<file path="src/rtl/nn_output_fifo.sv">
// Result FIFO between the NN core (valid/ready push side) and a Wishbone slave (DATA/STATUS/CTRL).
// Optional macro NN_OUT_FIFO_THRESH_IRQ_EN adds a CTRL threshold register driving the interrupt.
module nn_output_fifo #(
  parameter int          DATA_W    = 32,
  parameter int          DEPTH     = 8,
  parameter logic [31:0] BASE_ADDR = 32'h3000_0100
) (
  input  logic              clk,
  input  logic              rst,
  input  logic              res_valid_i,
  input  logic [DATA_W-1:0] res_data_i,
  output logic              res_ready_o,
  input  logic              wbs_cyc_i,
  input  logic              wbs_stb_i,
  input  logic              wbs_we_i,
  input  logic [3:0]        wbs_sel_i,
  input  logic [31:0]       wbs_adr_i,
  input  logic [DATA_W-1:0] wbs_dat_i,
  output logic              wbs_ack_o,
  output logic [DATA_W-1:0] wbs_dat_o,
  output logic              irq_o
);
  localparam int ADDR_W = $clog2(DEPTH);
  localparam logic [1:0] OFF_DATA   = 2'd0;
  localparam logic [1:0] OFF_STATUS = 2'd1;
  localparam logic [1:0] OFF_CTRL   = 2'd2;

  logic [DATA_W-1:0] mem [DEPTH];
  logic [ADDR_W-1:0] wr_ptr, rd_ptr;
  logic [ADDR_W:0]   count, count_next;
  logic              underflow, full, empty;
  logic              accept, rd_acc, wr_acc;
  logic              push, pop, flush, set_uf, clr_uf;
  logic [1:0]        reg_off;
  logic [DATA_W-1:0] status_word, ctrl_word, rd_word;
  logic              irq_next;
  logic              unused_ok;

  assign full        = (count == (ADDR_W+1)'(DEPTH));
  assign empty       = (count == '0);
  assign res_ready_o = !full;
  assign reg_off     = wbs_adr_i[3:2];

  // The !wbs_ack_o term makes a held strobe complete once every two cycles.
  assign accept = wbs_cyc_i && wbs_stb_i && !wbs_ack_o &&
                  (wbs_adr_i[31:4] == BASE_ADDR[31:4]);
  assign rd_acc = accept && !wbs_we_i;
  assign wr_acc = accept && wbs_we_i;

  assign push   = res_valid_i && !full;
  assign pop    = rd_acc && (reg_off == OFF_DATA) && !empty;
  assign set_uf = rd_acc && (reg_off == OFF_DATA) && empty;
  assign flush  = wr_acc && (reg_off == OFF_CTRL) && wbs_dat_i[0];
  assign clr_uf = wr_acc && (reg_off == OFF_STATUS) && wbs_dat_i[18];

  assign count_next = flush ? '0
                    : count + (ADDR_W+1)'(push) - (ADDR_W+1)'(pop);

  assign unused_ok = ^{wbs_sel_i, wbs_adr_i[1:0], wbs_dat_i};

  always_ff @(posedge clk) begin
    if (push) mem[wr_ptr] <= res_data_i;
  end

  // Flush overrides a same-cycle push: the word is written but the pointer reset discards it.
  always_ff @(posedge clk) begin
    if (rst) begin
      wr_ptr    <= '0;
      rd_ptr    <= '0;
      count     <= '0;
      underflow <= 1'b0;
    end else begin
      count <= count_next;
      if (flush) begin
        wr_ptr    <= '0;
        rd_ptr    <= '0;
        underflow <= 1'b0;
      end else begin
        if (push) wr_ptr <= wr_ptr + ADDR_W'(1);
        if (pop)  rd_ptr <= rd_ptr + ADDR_W'(1);
        if (clr_uf)      underflow <= 1'b0;
        else if (set_uf) underflow <= 1'b1;
      end
    end
  end

`ifdef NN_OUT_FIFO_THRESH_IRQ_EN
  logic [7:0] threshold;

  always_ff @(posedge clk) begin
    if (rst)                                 threshold <= 8'd0;
    else if (wr_acc && reg_off == OFF_CTRL)  threshold <= wbs_dat_i[15:8];
  end

  always_comb begin
    ctrl_word       = '0;
    ctrl_word[15:8] = threshold;
  end

  assign irq_next = (threshold != 8'd0) && (32'(count_next) >= 32'(threshold));
`else
  assign ctrl_word = '0;
  assign irq_next  = (count_next != '0);
`endif

  always_comb begin
    status_word           = '0;
    status_word[ADDR_W:0] = count;
    status_word[16]       = empty;
    status_word[17]       = full;
    status_word[18]       = underflow;
  end

  always_comb begin
    rd_word = '0;
    case (reg_off)
      OFF_DATA:   rd_word = empty ? '0 : mem[rd_ptr];
      OFF_STATUS: rd_word = status_word;
      OFF_CTRL:   rd_word = ctrl_word;
      default:    rd_word = '0;
    endcase
  end

  // Wishbone response stage: ack and data land one cycle after acceptance.
  always_ff @(posedge clk) begin
    if (rst) begin
      wbs_ack_o <= 1'b0;
      wbs_dat_o <= '0;
      irq_o     <= 1'b0;
    end else begin
      wbs_ack_o <= accept;
      irq_o     <= irq_next;
      if (rd_acc) wbs_dat_o <= rd_word;
    end
  end

endmodule
</file>
<file path="config.mk">
export PLATFORM = sky130hd
export DESIGN_NAME = nn_output_fifo
export DESIGN_NICKNAME = d
export VERILOG_FILES = /design/src/rtl/nn_output_fifo.sv
export SDC_FILE = /design/constraint.sdc
export NUM_CORES = 1
export LEC_CHECK = 0
export CORE_UTILIZATION = 30
export CTS_CLUSTER_SIZE = 10
export DETAILED_ROUTE_END_ITERATION = 8
export PLACE_DENSITY = 0.58
export SLEW_MARGIN = 10
export SYNTH_ARGS = -nofsm -noshare
export SYNTH_HDL_FRONTEND = slang
export SYNTH_SLANG_ARGS = --single-unit
</file>
<file path="constraint.sdc">
create_clock -name clk -period 5.6 [get_ports clk]
set_input_delay 0.56 -clock clk [delete_from_list [all_inputs] [get_ports clk]]
set_output_delay 0.56 -clock clk [all_outputs]
set_load 0.01 [all_outputs]
</file>
After elaboration in Yosys (flattened, before gate mapping):

Memory sizes are Yosys's and may differ from the RTL's. A register that Yosys moved wholly into a read port is not among the register bits.
Cells that the tools add are included.

* memories: 1
* memory bits (writable): 256
* input bits: 106
* register bits after elaboration: 45
* word-level logic and storage cells: 45
* output and inout port bits: 35

* reduce and logical (&&, ||, !) cells: 22
* multiplexer cells: 7
* equality and inequality tests: 4
* add/sub/neg operators: 4

Memories
* mem: depth 8, bits a word 32, read ports 1, clocked after memory_dff 1, write ports 1, RTL line 28 `logic [DATA_W-1:0] mem [DEPTH];`

Operators with widths (number)
* case mux 32 bit (2 select lines): 1
* two-way mux 32 bit: 1
* equality test 28 x 26 -> 1 bit, second input constant: 1
* logical AND 1 bit: 13
* adder 3 x 1 -> 3 bit, second input constant: 2
* two-way mux 3 bit: 2
* adder 4 x 1 -> 4 bit: 1
* equality test 4 bit, second input constant: 1
* zero test 1 bit: 4
* zero test 4 bit: 1
* two-way mux 4 bit: 1
* nonzero test 4 bit: 1
* subtractor 4 x 1 -> 4 bit: 1
* OR reduction 3 bit: 1
* equality test 2 x 1 -> 1 bit, second input constant: 1
* equality test 2 bit, second input constant: 1
* zero test 2 bit: 1
* two-way mux 1 bit: 2
* OR reduction 2 bit: 1

Depth between registers and ports, before layout:

* word-level depth: 9
* mapped depth: 11
* mapped depth without buffers: 11

Worst setup path before layout:

Ideal clock, no wire load.

* kind: register to register
* start point: register count[2]
* end point: memory mem[0][0] (enable)
* cell stages (with the launch flop): 7
* buffers on the path: 1
* library setup time: 0.502 ns
* arrival: 4.290 ns
* data required time: 5.098 ns
* period minus slack after synthesis: 4.792 ns
* slack: 0.808 ns
* cells stage by stage: dfxtp_1 inv_1 ha_1 or3b_2 clkbuf_1 nand2_1 nor4_1

* longest elaborated chain between the ends: 5

RTL lines
* start: declaration: RTL line 30 `logic [ADDR_W:0] count, count_next;`
* start signal: assignment: RTL line 73 `count <= count_next;`
* equality test 4 bit: RTL line 39 `assign full = (count == (ADDR_W+1)'(DEPTH));`
* zero test 1 bit
* via res_ready_o: RTL line 12 `output logic res_ready_o,`
* logical AND 1 bit: RTL line 50 `assign push = res_valid_i && !full;`
* two-way mux 1 bit: RTL line 62 `if (push) mem[wr_ptr] <= res_data_i;`
* two-way mux 1 bit (implied by the code): RTL line 62
* end: declaration: RTL line 28

The timed path passes the listed nets, and every way through them passes these cells.

Worst setup path in the final report:

* start point: input wbs_we_i
* end point: register irq_o

* longest elaborated chain between the ends: 7
* elaborated cells on any way between the ends: 10
* classes of those cells: add/sub (1); mux (1); reduce/logical (8)

RTL lines
* start: declaration: RTL line 15 `input logic wbs_we_i,`
* zero test 1 bit: RTL line 47 `assign rd_acc = accept && !wbs_we_i;`
* logical AND 1 bit: RTL line 47
* logical AND 1 bit (2 in series): RTL line 51 `assign pop = rd_acc && (reg_off == OFF_DATA) && !empty;`
* subtractor 4 x 1 -> 4 bit: RTL line 57 `: count + (ADDR_W+1)'(push) - (ADDR_W+1)'(pop);`
* two-way mux 4 bit (*): RTL line 56 `assign count_next = flush ? '0`
* nonzero test 4 bit (*): RTL line 103 `assign irq_next = (count_next != '0);`
* end signal: assignment: RTL line 132 `irq_o <= irq_next;`
* end: declaration: RTL line 21 `output logic irq_o`

Mark *: on every way between the ends. The rest lies on a longest branch, timed or not.
A chain may end at the register's enable or synchronous reset.

==> impl_metrics.json <==
{
  "ctsResizeCount": 0,
  "synthToLayoutAreaGrowth_pct": 22.89,
  "root_buffer": "clkbuf_16",
  "syn_area_per_cell_um2": 20.46,
  "worstPathMaxFanout": 12,
  "fin_setup_tns_ps": 0,
  "insertion_delay_ps": 510,
  "num_vias": 5868,
  "dpl.hpwl_mm": 13.53,
  "hold_violations": 0,
  "finalCoreUtilization": 0.3737,
  "track_usage": 0.1260,
  "synth-seq-cells": 304,
  "synth_edf_count": 256,
  "yosysTopAreaCell": "edfxtp_1",
  "r2r_slack_ps": 2870,
  "cts_setup_buffers": 0,
  "firstDrtPassIters": 4,
  "clock_path_buffers": 3,
  "fin_cells": 1241,
  "drive_above_1_share": 0.2075,
  "wl_per_cell_um": 20.04,
  "setup_viol": 0,
  "row_count": 72,
  "synthTopCellsByArea": "edfxtp_1, mux4_2, dfxtp_1, mux2i_1, o2bb2ai_1",
  "maxSlewHeadroom": 0.2601,
  "initial_core_util": 0.3041,
  "cts_hold_buf": 0,
  "finalCritPeriodShare": 0.5048,
  "cts_buffers": 36,
  "core_mm2": 0.03856,
  "totalWireLength_mm": 24.87,
  "antenna_found_initial": 1,
  "fin_skew_ps": 12.52,
  "worst_pin_slew_ps": 1110,
  "timing.rr.end": "irq_o$_SDFF_PP0_",
  "grt_max_degree": 62,
  "die_x_um": 199.7,
  "grt_remaining_overflow": 0,
  "status": "completed",
  "synth_warnings": 0,
  "synth_nets": 687,
  "min_period_ps": 2827,
  "drc": 0,
  "fin_nets": 809,
  "hp-class": "reg2reg",
  "async_flop_share": 0,
  "grt_setup_unrepaired": "false",
  "criticalPathCategory": "in2reg",
  "worstRegToRegCells": 9,
  "syn_area_mm2": 0.01172,
  "die_h_um": 199.7,
  "layout_common_cells": "edfxtp_1, clkdlybuf4s50_1, mux4_2",
  "grt_pass1_vias": 6050,
  "port_buffers": 104,
  "clk_pin_slew_ps": 50,
  "cp-end-kind": "flip-flop",
  "power.density_mw_per_mm2": 352.5,
  "antenna_cells": 0,
  "synth_cell_types": 50,
  "crit_end": "irq_o$_SDFF_PP0_",
  "cts_tree": "done",
  "synth_top_area_share": 0.6557,
  "ant_nets": 0,
  "cts.sinks": 304,
  "num_io_pins": 141,
  "synth_cells": 573,
  "power_leakage_nw": 4.356,
  "grt_pass1_wl_mm": 37.10,
  "drv_cap": 0,
  "cp_data_required_time_ps": 5960,
  "dieArea_mm2": 0.03987,
  "layout_commonest_cell": "edfxtp_1",
  "arrival_ps": 3190,
  "vdd_ir_drop_max_v": 0.0002083,
  "ys.flop_type": "edfxtp_1",
  "r2r_start": "count[2]$_SDFF_PP0_",
  "place_congestion": 0.7446,
  "h-tree-depth": 2,
  "holdWs_ps": 464.9,
  "initialDrtViolationCount": 328,
  "slew_violations": 0,
  "ys_seq_area_frac": 0.7377,
  "startpoint_type": "input port",
  "placedCellCount": 1175,
  "cp-startpoint": "wbs_we_i",
  "viasPerCell": 4.728,
  "fmax_ghz": 0.3537
}
==> metrics by stage <==
step	power [W]	setup WS, ps	cell area [um2]
floorplan	0.002864	808.4	11720
global placement	0.003035	2201	13360
detailed placement	0.003043	2233	13360
CTS	0.005152	2779	14410
global route	0.005273	2588	14410
finish	0.005079	2773	14410
==> synth_stat cells (2+ instances only) <==
master / instances
inv_1: 7
nor2_1: 13
nand2b_1: 4
mux2i_1: 25
a21oi_1: 9
buf_2: 7
nor3_1: 8
mux4_2: 64
nand4_4: 2
edfxtp_1: 256
or3b_2: 2
xor2_1: 2
ha_1: 7
buf_1: 2
a211oi_1: 6
nand4_1: 3
and4_1: 3
a22oi_1: 5
o31ai_1: 3
nor4_4: 2
mux2_2: 6
a31oi_1: 7
xnor2_1: 3
clkbuf_1: 8
o2bb2ai_1: 25
buf_4: 10
nand2_1: 5
buf_6: 4
nor4_2: 3
dfxtp_1: 48
nand3_1: 5
==> layer usage <==
| layer | routed length [um] | global-route usage | vias to the layer above |
|---|---|---|---|
| met3 | 1560 | 0.02869 | 42 |
| met2 | 11670 | 0.2051 | 172 |
| met5 | 17 | 0 | - |
| met1 | 11090 | 0.1668 | 3015 |
| met4 | 528 | 0.03902 | 2 |
| li1 | - | - | 2637 |
==> where the power goes <==
group | internal, W | switching [W]
sequential | 0.00257 | 0.0000338
clock | 0.00124 | 0.000851
combinational | 0.000167 | 0.000214
==> state kept, by name, indices dropped and copies added (netlist names), named ones only <==
name and cells:
mem 256, wbs_dat_o 32, count 4, rd_ptr 3, wr_ptr 3, irq_o 1
underflow 1, wbs_ack_o 1
==> final cells by class <==
type / instances / area, um2
fill: 3630 / 24150
sequential: 304 / 8655
multi-input combinational: 231 / 2905
timing repair buffer: 115 / 1124
clock buffer: 63 / 1023
tap: 518 / 648.1
clock inverter: 3 / 26.28
inverter: 7 / 26.28
==> cell families after synthesis <==
logic type,after synthesis,share of synthesized area
flops,304,0.7377
mux,95,0.1501
compound gates,63,0.04248
simple gates,60,0.03821
buf+inv,38,0.01868
fa+ha+maj,8,0.009178
xor+xnor,5,0.003736
==> how the worst min path moves through the flow <==
stage                                      end                        from  cells past startpoint  slack [ps]
finish               wbs_dat_o[9]$_SDFFE_PP0N_   wbs_dat_o[9]$_SDFFE_PP0N_                      1         460
global route        wbs_dat_o[30]$_SDFFE_PP0N_  wbs_dat_o[30]$_SDFFE_PP0N_                      1         480
CTS                 wbs_dat_o[15]$_SDFFE_PP0N_  wbs_dat_o[15]$_SDFFE_PP0N_                      1         470
detailed placement  wbs_dat_o[10]$_SDFFE_PP0N_  wbs_dat_o[10]$_SDFFE_PP0N_                      1         450
global placement    wbs_dat_o[28]$_SDFFE_PP0N_  wbs_dat_o[28]$_SDFFE_PP0N_                      1         450
floorplan               underflow$_SDFFE_PP0P_      underflow$_SDFFE_PP0P_                      2         440
==> worst max-delay path: stages <==
cell	delay (ps)
clkdlybuf4s50_1	520
inv_1	410
nand3_1	240
nor3_1	360
xnor2_1	120
ha_1	230
fa_1	410
xnor2_1	210
a41oi_1	130
Power figures use the tool's default switching activity.
==> patch 1 (config.mk and constraints unchanged) <==
`DEPTH`: 8 -> 4.
--- a/src/rtl/nn_output_fifo.sv
+++ b/src/rtl/nn_output_fifo.sv
@@ -4,3 +4,3 @@
   parameter int          DATA_W    = 32,
-  parameter int          DEPTH     = 8,
+  parameter int          DEPTH     = 4,
   parameter logic [31:0] BASE_ADDR = 32'h3000_0100
Formal check against the unedited RTL: not equivalent (a bounded check fails within 10 cycles, from zero or initial values and one cycle with rst high).
==> patch 1 against the unedited design <==
  * Combinational power down 31%
  * Via count down 41%
  * Area after synthesis down 44%
  * Worst setup slack worse by 350 ps
  * Global-route usage down 0.35 points
  * Fmax down 11%
  * Cell area down 41%
  * First-iteration DRC count down 62%
  * Power down 41%
  * Wire length down 48%
  * Sequential cell count down 132
==> patch 1: results (changes against the unedited design) <==
Clock Tree Buf Depth: 2 (was 3)
Outcome: completed (unchanged)
R2R depth: 12 (was 9)
Hold Path Sink: wbs_dat_o[14] (was wbs_dat_o[9])
Hold Startpoint: wbs_dat_o[14] (was wbs_dat_o[9])
Synth Net Count: 442 (was 687)
Synth unique cells: 45 (was 50)
Global-route wire length before repair: 19800 um (was 37100 um)
Skew final: 9.86 ps (was 12.5 ps)
Met2 GRT Util: 19.9% (was 20.5%)
M3 GR Usage: 3.70% (was 2.87%)
Leakage: 0.00277 uW (was 0.00436 uW)
Worst setup startpoint: wbs_adr_i[3] (was wbs_we_i)
Fill cells: 1914 (was 3630)
Met2 wire length: 6340 um (was 11700 um)
Layout cells sized above 1: 18.4% (was 20.7%)
Gate Count Post-Synth: 329 (was 573)
Multiplexer area fraction after synthesis: 11.1% (was 15.0%)
Largest net degree at the start of global routing: 33 (was 62)
Worst Tran Pin Value: 969 ps (was 1110 ps)
R2R Setup Slk: 2800 ps (was 2870 ps)
Drt via density: 4.76 (was 4.73)
Final Net Count: 552 (was 809)
Leading post-synthesis cells by cell area: edfxtp_1, dfxtp_1, mux4_2 (was edfxtp_1, mux4_2, dfxtp_1)
Pre-CTS setup slack: 1960 ps (was 2230 ps)
CP top delay family: simple AND/OR/NAND/NOR gates (was buffers and inverters)
Gr usage total: 12.2% (was 12.6%)
Clk Latency, worst-skew pair: 420 ps (was 510 ps)
Power Density: 352 mW/mm2 (was 353 mW/mm2)
Number of global-route vias before repair: 3548 (was 6050)
Post-Synth XOR/XNOR Area: 0.403% (was 0.374%)
DR iter-0 viols: 126 (was 328)
Final WL: 13000 um (was 24900 um)
Met3 wire len: 881 um (was 1560 um)
Hold WS: 479 ps (was 465 ps)
Synth Area in Compound Gates: 6.63% (was 4.25%)
Switching Share: 21.0% (was 21.6%)
CP max FO: 5 (was 12)
CP arrival: 3490 ps (was 3190 ps)
Initial antenna violation count: 0 (was 1)
[patch 1: cell count changes after synthesis, sizes merged, moves of 13 or more]
cell / delta
a22o: +37
buf: -13
edfxtp: -128
mux2i: -25
mux4: -32
o2bb2ai: -25
[patch 1: layout make-up]
class | instances | area [um2] | share of cell area [%]
Tap cell | 275 | 344 | 4.06
Clock inverter | 7 | 98.8 | 1.17
Sequential cell | 172 | 4730 | 55.8
Multi-Input combinational cell | 136 | 1700 | 20.1
Inverter | 6 | 22.5 | 0.266
Clock buffer | 25 | 528 | 6.23
Timing Repair Buffer | 106 | 1060 | 12.5
[patch 1: stage by stage]
stage / area, um2 / utilization [%]
2_1_floorplan: 6520 / -
3_3_place_gp: 7850 / 37.1
3_5_place_dp: 7850 / 37.1
4_1_cts: 8480 / 40.1
5_1_grt: 8480 / 40.1
6_report: 8480 / 40.1
==> patch 2 (same flow settings) <==
Without the edit above. The output `irq_o` loses its register stage (`irq_o` becomes a continuous assignment).
--- a/src/rtl/nn_output_fifo.sv
+++ b/src/rtl/nn_output_fifo.sv
@@ -128,6 +128,4 @@
       wbs_dat_o <= '0;
-      irq_o     <= 1'b0;
     end else begin
       wbs_ack_o <= accept;
-      irq_o     <= irq_next;
       if (rd_acc) wbs_dat_o <= rd_word;
@@ -136,2 +134,4 @@
 
+  assign irq_o = irq_next;
+
 endmodule
Function: changed (a bounded check fails within 4 cycles, from zero or initial values and one cycle with rst high).
==> patch 2 against the unedited design <==
  * Fmax shrank 36%
  * Non-clock buffer count is the same
  * Via count decreased by 0.63%
  * Die area hardly changed
  * Power rose by 1.0%
  * Wire length fell by 1.1%
  * Worst setup slack got worse by 1600 ps
  * Final cell count did not move
  * Area after synthesis is essentially flat
  * Sequential cell count down 1
  * Cell area is 0.36% higher
  * Critical path type is now primary input to output port
  * Largest cell class unchanged
==> patch 2: results (changes against the unedited design) <==
Switching Share: 21.8% (was 21.6%)
DP HPWL: 14100 um (was 13500 um)
Gr usage total: 12.6% (about the same)
VDD IR max: 0.199 mV (was 0.208 mV)
Synth Net Count: 686 (was 687)
Synth async-reset ratio: 0% (unchanged)
Warnings from Yosys: 0 (unchanged)
M3 GR Usage: 2.74% (was 2.87%)
DR iter-0 viols: 287 (was 328)
Worst slew margin: 28.2% (was 26.0%)
Post-Synth XOR/XNOR Area: 0.373% (was 0.374%)
Fin util: 37.4% (about the same)
Sequential area share after synthesis: 73.5% (was 73.8%)
Skew final: 19.0 ps (was 12.5 ps)
Synth unique cells: 52 (was 50)
Met2 wire length: 11500 um (was 11700 um)
Initial antenna violation count: 2 (was 1)
Leading post-synthesis cells by cell area: edfxtp_1, mux4_2, dfxtp_1 (unchanged)
Buffers on Ports: 104 (unchanged)
Multiplexer area fraction after synthesis: 15.0% (about the same)
CTS buffer count: 37 (was 36)
N_diodes: 0 (unchanged)
Fill cells: 3548 (was 3630)
Final setup margin: 1180 ps (was 2770 ps)
Synth Area in Adders: 0.917% (was 0.918%)
Via total after detailed routing: 5831 (was 5868)
Outcome: completed (unchanged)
Met3 wire len: 1670 um (was 1560 um)
Largest net degree at the start of global routing: 47 (was 62)
Non-filler cells, final: 1241 (unchanged)
Placer Congestion: 0.753 (was 0.745)
CP arrival: 3860 ps (was 3190 ps)
Commonest register cell after synthesis: edfxtp_1 (unchanged)
Post-synth top cells: edfxtp_1, mux4_2, dfxtp_1, mux2i_1, o2bb2ai_1 (unchanged)
Gate Count Post-Synth: 572 (was 573)
Synth Area in Compound Gates: 4.23% (was 4.25%)
M1 WL: 11000 um (was 11100 um)
Drt wl/cell: 19.8 um (was 20.0 um)
CP top delay family: buffers and inverters (unchanged)
Leakage: 0.00438 uW (was 0.00436 uW)
Layout cells sized above 1: 21.2% (was 20.7%)
Iteration count of the initial detailed-routing pass: 4 (unchanged)
Met2 GRT Util: 20.5% (about the same)
Placed cell areas: 0.0134 mm2 (about the same)
Routing usage on met1: 17.1% (was 16.7%)
Post_cts resized: 0 (unchanged)
CP max stage delay: 580 ps (was 520 ps)
Global-route wire length before repair: 37200 um (was 37100 um)
Number of global-route vias before repair: 6154 (was 6050)
## patch 2: cell type report
cell class / count / share of cell area, %
clock inverters: 4 / 0.346
clock buffers: 63 / 7.23
repair buffers: 115 / 7.86
multi-input cells: 231 / 20.2
well taps: 518 / 4.48
flip-flops and latches: 303 / 59.7
inverters: 7 / 0.182
## patch 2: final timing paths
kind	cells past startpoint	to	startpoint	slack (ps)
min	1	wbs_dat_o[26]	wbs_dat_o[26]	460
min reg2reg	1	wbs_dat_o[26]	wbs_dat_o[26]	460
max	10	irq_o	wbs_we_i	1180
max reg2reg	6	mem[0][22]	count[2]	2840
## patch 2: power by group through the flow
stage          logic [uW]  registers, uW  clock network (uW)
6_report              394           2600                2140
3_3_place_gp          398           2640                   0
3_5_place_dp          401           2640                   0
5_1_grt               430           2610                2290
2_1_floorplan         219           2640                   0
4_1_cts               404           2600                2200
